**src/rtl/ped_request.sv**
```systemverilog
`default_nettype none
// ============================================================================
// Module      : ped_request
// Description : Pedestrian push-button conditioner: synchronizer, debouncer,
//               press strobe, stuck detector and pending-request handshake.
// Revision    : 1.0 - initial release
// ============================================================================
module ped_request #(
    parameter int DEBOUNCE_CYCLES = 16,
    parameter int STUCK_CYCLES    = 1024
) (
    input  logic       clk,
    input  logic       reset,
    input  logic       btn_raw,
    input  logic       req_ack,
    output logic       req,
    output logic       btn_db,
    output logic       btn_pulse,
    output logic       stuck,
    output logic [3:0] ovr_cnt
);

    localparam logic [15:0] c_db_last  = 16'(DEBOUNCE_CYCLES - 1);
    localparam logic [15:0] c_stuck    = 16'(STUCK_CYCLES);
    localparam logic [15:0] c_stuck_m1 = 16'(STUCK_CYCLES - 1);
    localparam logic [3:0]  c_ovr_max  = 4'd15;

    localparam logic [0:0] S_IDLE    = 1'b0;
    localparam logic [0:0] S_PENDING = 1'b1;

    logic        r_sync1;
    logic        r_sync2;
    logic [15:0] r_db_cnt;
    logic        r_btn_db;
    logic        r_btn_db_prev;
    logic [15:0] r_hold_cnt;
    logic        r_stuck;
    logic [0:0]  r_state;
    logic [3:0]  r_ovr_cnt;
    logic        w_pulse;

    assign w_pulse = r_btn_db & ~r_btn_db_prev;

    // Synchronizer and debouncer: a level change is accepted only after
    // DEBOUNCE_CYCLES consecutive disagreeing synchronized samples.
    always_ff @(posedge clk) begin
        if (reset) begin
            r_sync1       <= 1'b0;
            r_sync2       <= 1'b0;
            r_db_cnt      <= 16'd0;
            r_btn_db      <= 1'b0;
            r_btn_db_prev <= 1'b0;
        end else begin
            r_sync1       <= btn_raw;
            r_sync2       <= r_sync1;
            r_btn_db_prev <= r_btn_db;
            if (r_sync2 != r_btn_db) begin
                if (r_db_cnt == c_db_last) begin
                    r_btn_db <= ~r_btn_db;
                    r_db_cnt <= 16'd0;
                end else begin
                    r_db_cnt <= r_db_cnt + 16'd1;
                end
            end else begin
                r_db_cnt <= 16'd0;
            end
        end
    end

    // Stuck detector: flag rises on the edge the hold count reaches the limit.
    always_ff @(posedge clk) begin
        if (reset) begin
            r_hold_cnt <= 16'd0;
            r_stuck    <= 1'b0;
        end else if (r_btn_db) begin
            if (r_hold_cnt != c_stuck) begin
                r_hold_cnt <= r_hold_cnt + 16'd1;
            end
            if (r_hold_cnt == c_stuck_m1) begin
                r_stuck <= 1'b1;
            end
        end else begin
            r_hold_cnt <= 16'd0;
            r_stuck    <= 1'b0;
        end
    end

    // Request handshake; a press coinciding with an ack becomes the next request.
    always_ff @(posedge clk) begin
        if (reset) begin
            r_state   <= S_IDLE;
            r_ovr_cnt <= 4'd0;
        end else begin
            case (r_state)
                S_IDLE: begin
                    if (w_pulse) begin
                        r_state <= S_PENDING;
                    end
                end
                S_PENDING: begin
                    if (req_ack && !w_pulse) begin
                        r_state <= S_IDLE;
                    end else if (w_pulse && !req_ack && (r_ovr_cnt != c_ovr_max)) begin
                        r_ovr_cnt <= r_ovr_cnt + 4'd1;
                    end
                end
                default: r_state <= S_IDLE;
            endcase
        end
    end

    assign req       = r_state;
    assign btn_db    = r_btn_db;
    assign btn_pulse = w_pulse;
    assign stuck     = r_stuck;
    assign ovr_cnt   = r_ovr_cnt;

endmodule
`default_nettype wire

```
**config.mk**
```make
export PLATFORM = sky130hd
export DESIGN_NAME = ped_request
export DESIGN_NICKNAME = d
export VERILOG_FILES = /design/src/rtl/ped_request.sv
export SDC_FILE = /design/constraint.sdc
export NUM_CORES = 1
export LEC_CHECK = 0
export ABC_CLOCK_PERIOD_IN_PS = 1700
export CAP_MARGIN = 10
export CORE_ASPECT_RATIO = 1.5
export CORE_MARGIN = 10
export CORE_UTILIZATION = 43
export DETAILED_ROUTE_END_ITERATION = 6
export GPL_ROUTABILITY_DRIVEN = 0
export HOLD_SLACK_MARGIN = 0.12
export PLACE_DENSITY = 0.62
export SKIP_CTS_REPAIR_TIMING = 1
export SLEW_MARGIN = 20
export SYNTH_ARGS = -nofsm -noshare
export SYNTH_HDL_FRONTEND = slang
export SYNTH_SLANG_ARGS = --single-unit
```
**constraint.sdc**
```tcl
create_clock -name clk -period 1.7 [get_ports clk]
set_input_delay 0.51 -clock clk [delete_from_list [all_inputs] [get_ports clk]]
set_output_delay 0.51 -clock clk [all_outputs]
set_load 0.01 [all_outputs]
```
-- Word level (Yosys, flattened, before mapping)
Cells that the tools add are included.
- logic and storage cells: 35
- bits in writable memories: 0
- output and inout port bits: 8
- memories: 0
- latch bits: 0
- input bits: 4
- bits in read-only memories: 0
- register bits after elaboration: 42
- $mul: 0
- reduce and logical (&&, ||, !) cells: 9
- bitwise operators: 6
- div/mod/pow operators: 0
- add/sub/neg operators: 3
- multiplexer cells: 3
- order comparisons: 0
- equality and inequality tests: 5
- shifts and indexed selects: 0
- operators by type and width (operator ; number):
    16-bit by 1-bit adder with 16-bit output (second input constant) ; 2
    16-bit by 10-bit == test with 1-bit output (second input constant) ; 1
    16-bit by 4-bit == test with 1-bit output (second input constant) ; 1
    16-bit by 11-bit inequality test with 1-bit output (second input constant) ; 1
    1-bit inverter ; 5
    4-bit by 1-bit adder with 4-bit output (second input constant) ; 1
    4-bit inequality test (second input constant) ; 1
    1-bit logical AND ; 3
    3-bit AND reduction ; 1
    3-bit OR reduction ; 1
    1-bit logical NOT ; 2
    1-bit 2-to-1 mux ; 2
    1-bit case mux with 2 select lines ; 1
    2-bit AND reduction ; 1
    2-bit OR reduction ; 1
    1-bit AND ; 1
    1-bit inequality test ; 1

-- Longest topological paths before layout
Gate-level depths: netlist of the first run.
- depth after elaboration: 6
- mapped depth: 6
- gate-level depth less buffers: 6

-- Least setup slack after synthesis of the first run
Ideal clock, no wire load.
- path type: register -> register
- start point: reg r_db_cnt[0]
- end point: reg r_db_cnt[10]
- cell stages (with the launch flop): 7
- clock period less this slack: 1462 ps
- buffers on the path: 1
- arrival time: 1345 ps
- library setup time: 117 ps
- setup slack: 238 ps
- cell sequence: dfxtp_1 ha_1 and3_2 nand4_1 nand2_1 buf_2 nor2_1
- word-level cells in the longest chain between the ends: 2
- elaborated cells between the ends (all ways): 3
- classes of those cells: 1 x add/sub; 1 x eq/ne; 1 x reduce/logical
- ends and longest elaborated chain (item ; line ; RTL):
    start: declaration ; 33 ; logic [15:0] r_db_cnt;
    start signal: assignment ; 62 ; r_db_cnt <= r_db_cnt + 16'd1;
    parallel branches: the longest is 2 deep, another holds 16-bit by 1-bit adder with 16-bit output ; -- ;
Parallel ways; which one is timed is not known.
A chain may end at the register's enable or synchronous reset.

-- Worst setup path in the final report of the first run
- start point: reg r_hold_cnt[0]
- end point: reg r_hold_cnt[14]
- word-level cells in the longest chain between the ends: 1
- elaborated cells between the ends (all ways): 2
- classes of those cells: 1 x add/sub; 1 x eq/ne
- ends and longest elaborated chain (item ; line ; RTL):
    start: declaration ; 36 ; logic [15:0] r_hold_cnt;
    start signal: assignment ; 77 ; r_hold_cnt <= r_hold_cnt + 16'd1;
    16-bit by 1-bit adder with 16-bit output or 16-bit by 11-bit inequality test with 1-bit output (tied branches) ; 77, 76 ;
Several ways; a longest one is shown, not always the timed one.

==> flow_summary.yaml, run 1 <==
outcome:
  status: "finished clean"
yosys:
  syn-cell-area_um2: 1840
  synth-seq-cells: 42
  synth_nets: 212
  yosysSeqAreaShare_pct: 45.7
  avgSynthCellArea_um2: 9.03
  syn_inst: 204
  ys_types: 32
  yosys_warnings: 0
grt:
  grtUsageTotal_pct: 10.2
  first_global_vias: 1381
  grt_pass1_wl_um: 6110
  antenna_found_initial: 0
  grt_start_max_net_pins: 19
  overflow: 0
cts:
  h-tree-depth: 2
  cts-root-buf: "clkbuf_8"
  cts_tree: "done"
  worstSkewPairLatency_ns: 0.29
  cts.sinks: 42
  clk_path_buf_depth: 2
  cts_made_buffers: 5
  clkTransAtPathRegs_ns: 0.08
worst_hold_path:
  hold_start: "r_db_cnt[0]$_SDFF_PP0_"
  hold_path_class: "reg2reg"
timing:
  final.setup_skew_ns: 0.00925
  layout_min_cycle_time_ns: 1.55
  rsz0062_at_grt: "true"
  drv_slew: 0
  period_share_pct: 91.1
  tightest_slew_ns: 0.353
  slew_headroom_pct: 76.2
  setup_violations: 0
  hold_violations: 0
  worst_hold_slack_ns: 0.444
  fmaxAchievable_mhz: 645
pwr:
  pwr-share-clk_pct: 43.5
  power.total_mw: 1.78
  intPower_mw: 1.44
  power-per-cell-area_nw_per_um2: 814
  p_seq_share_pct: 55.3
  peakVddDrop_mv: 0.767
  power_switching_uw: 348
  p_sw_share_pct: 19.5
  combPwrFrac_pct: 1.1
  p_leak_nw: 0.929
route:
  drc_errors: 0
  drt_iter0_drc: 95
  dr.pass1.iters: 3
  avgViaCountPerCell: 5.32
  wire_per_inst_um: 12.8
  num_vias: 1446
  antenna_left: 0
  routed_wl_um: 3480
cells_and_area:
  fin_cells: 272
  drive_gt1_share_pct: 9.73
  diodes: 0
  nFillCells: 382
  synthToLayoutAreaGrowth_pct: 19.0
  register_area_um2: 845
  final_nets: 233
  multi_input_area_um2: 951
critical_path:
  path_buf_inv: 0
  worstSetupPathType: "reg2reg"
  slowest_delay_ns: 0.48
  reg2reg_from: "r_hold_cnt[0]$_SDFFE_PP0P_"
  path_max_fanout: 7
  cpLargestDelayFamily: "simple AND/OR/NAND/NOR gates"
  timing.critical_path.from: "r_hold_cnt[0]$_SDFFE_PP0P_"
  crit_chain: "ha_1, nand3_1, nor4_1, xnor2_1, nor2_1"
  cp.arrival_ns: 1.74
  crit_slowest_cell: "dfxtp_1"
  crit_required_ns: 1.89
  worstSetupEndpointType: "flop"
  start_kind: "flop"
floorplanning:
  die-area_um2: 7350
  fp.dieW_um: 73.4
  start_util_pct: 44.1
  core_um2: 4170
  num_io_pins: 12
  die_y_um: 100
  row_count: 29
place:
  place_inst: 264
  portBuffers: 11
  dp_hpwl_um: 2590
flow_run:
  drv_cap: 0
## registers in the layout (all words and copies together), names as in the netlist
register and flops:
btn_db 1, ovr_cnt 4, r_btn_db_prev 1, r_db_cnt 16, r_hold_cnt 16, r_sync1 1, r_sync2 1, req 1
stuck 1
## per-stage QoR
step	utilization (%)	setup TNS (ns)	worst slack (ns)	cell area, µm²
global route	52.5	-0.0374	-0.0268	2190
detailed placement	49.3	0	0.0197	2060
CTS	52.0	-0.592	-0.180	2170
finish	52.5	0	0.151	2190
floorplan	-	0	0.238	1840
global placement	49.3	0	0.0304	2060
## cells in the mapped netlist, drive strengths merged
cell type | count | area, µm²
a21oi | 8 | 40.0
a31oi | 1 | 6.26
and2 | 2 | 12.5
and3 | 7 | 45.1
and4 | 4 | 35.0
and4b | 1 | 10.0
and4bb | 1 | 12.5
buf | 2 | 16.3
clkbuf | 4 | 15.0
dfxtp | 42 | 841
ha | 4 | 50.1
inv | 5 | 18.8
mux2i | 2 | 20.0
nand2 | 10 | 45.0
nand2b | 2 | 12.5
nand3 | 14 | 70.1
nand3b | 1 | 7.51
nand4 | 11 | 68.8
nor2 | 31 | 116
nor2b | 3 | 18.8
nor3 | 6 | 30.0
nor4 | 5 | 31.3
nor4b | 3 | 26.3
o21ai | 1 | 5.00
o31ai | 3 | 22.5
or3 | 1 | 6.26
or4 | 3 | 22.5
xnor2 | 8 | 70.1
xor2 | 19 | 166
## power by group through the flow
stage | Combinational [mW] | Clock [mW] | Sequential (mW)
final | 0.0203 | 0.776 | 0.987
after global routing | 0.0228 | 0.847 | 0.987
after global placement | 0.0210 | 0 | 1.01
after floorplan | 0.00944 | 0 | 1.01
after CTS | 0.0209 | 0.804 | 0.987
after detailed placement | 0.0208 | 0 | 1.01
## kinds of logic after synthesis
kind of cell               Yosys count  synth area share (%)
and+or+nand+nor                    105                  31.0
DFF                                 42                  45.7
buffers and inverters               11                  2.72
adders and majority gates            4                  2.72
muxes                                2                  1.09
AOI/OAI and AO/OA                   13                  4.01
xor gates and xnor gates            27                  12.8
## metal layers
| layer | global-route usage, % | up-vias | part of all wire, % |
|---|---|---|---|
| li1 | - | 756 | - |
| met1 | 10.7 | 675 | 41 |
| met2 | 17.8 | 11 | 54 |
| met3 | 3.06 | 4 | 2.8 |
| met4 | 5.04 | 0 | 1.3 |
| met5 | 0 | - | 0 |
## final cells by class
cell class | instances | share of cell area [%]
multi-input cells | 151 | 43.4
flip-flops and latches | 42 | 38.5
repair buffers | 20 | 9.59
clock buffers | 6 | 3.31
well taps | 46 | 2.63
clock inverters | 2 | 1.71
inverters | 5 | 0.856
## cells in the final DEF (no fill, tap or decap), types with 5 or more instances in the layout
cell,netlist,routed
nor2_1,31,31
nor4_1,5,5
a21oi_1,8,8
xor2_1,19,19
nor3_1,6,6
xnor2_1,8,8
nand2_1,9,9
nand3_1,14,14
and3_1,6,6
inv_1,5,5
dfxtp_1,42,39
clkbuf_8,0,5
buf_4,0,8
dlymetal6s2s_1,0,8
nand4_1,11,11
## worst paths after layout
path	endpoint	slack [ns]	cells after the start
max	r_hold_cnt[14]$_SDFFE_PP0P_	0.15	5
min	r_db_cnt[0]$_SDFF_PP0_	0.44	1
max reg2reg	r_hold_cnt[14]$_SDFFE_PP0P_	0.15	5
min reg2reg	r_db_cnt[0]$_SDFF_PP0_	0.44	1
Power figures use the tool's default switching activity.
==> run 2, diff against run 1 <==
--- a/config.mk
+++ b/config.mk
@@ -10,6 +10,7 @@
 export CORE_ASPECT_RATIO = 1.5
 export CORE_MARGIN = 10
 export CORE_UTILIZATION = 43
+export CTS_CLUSTER_SIZE = 16
 export DETAILED_ROUTE_END_ITERATION = 6
 export GPL_ROUTABILITY_DRIVEN = 0
 export HOLD_SLACK_MARGIN = 0.12
==> results of run 2 <==
No change in the layout: final DEF, timing and power equal those of run 1.
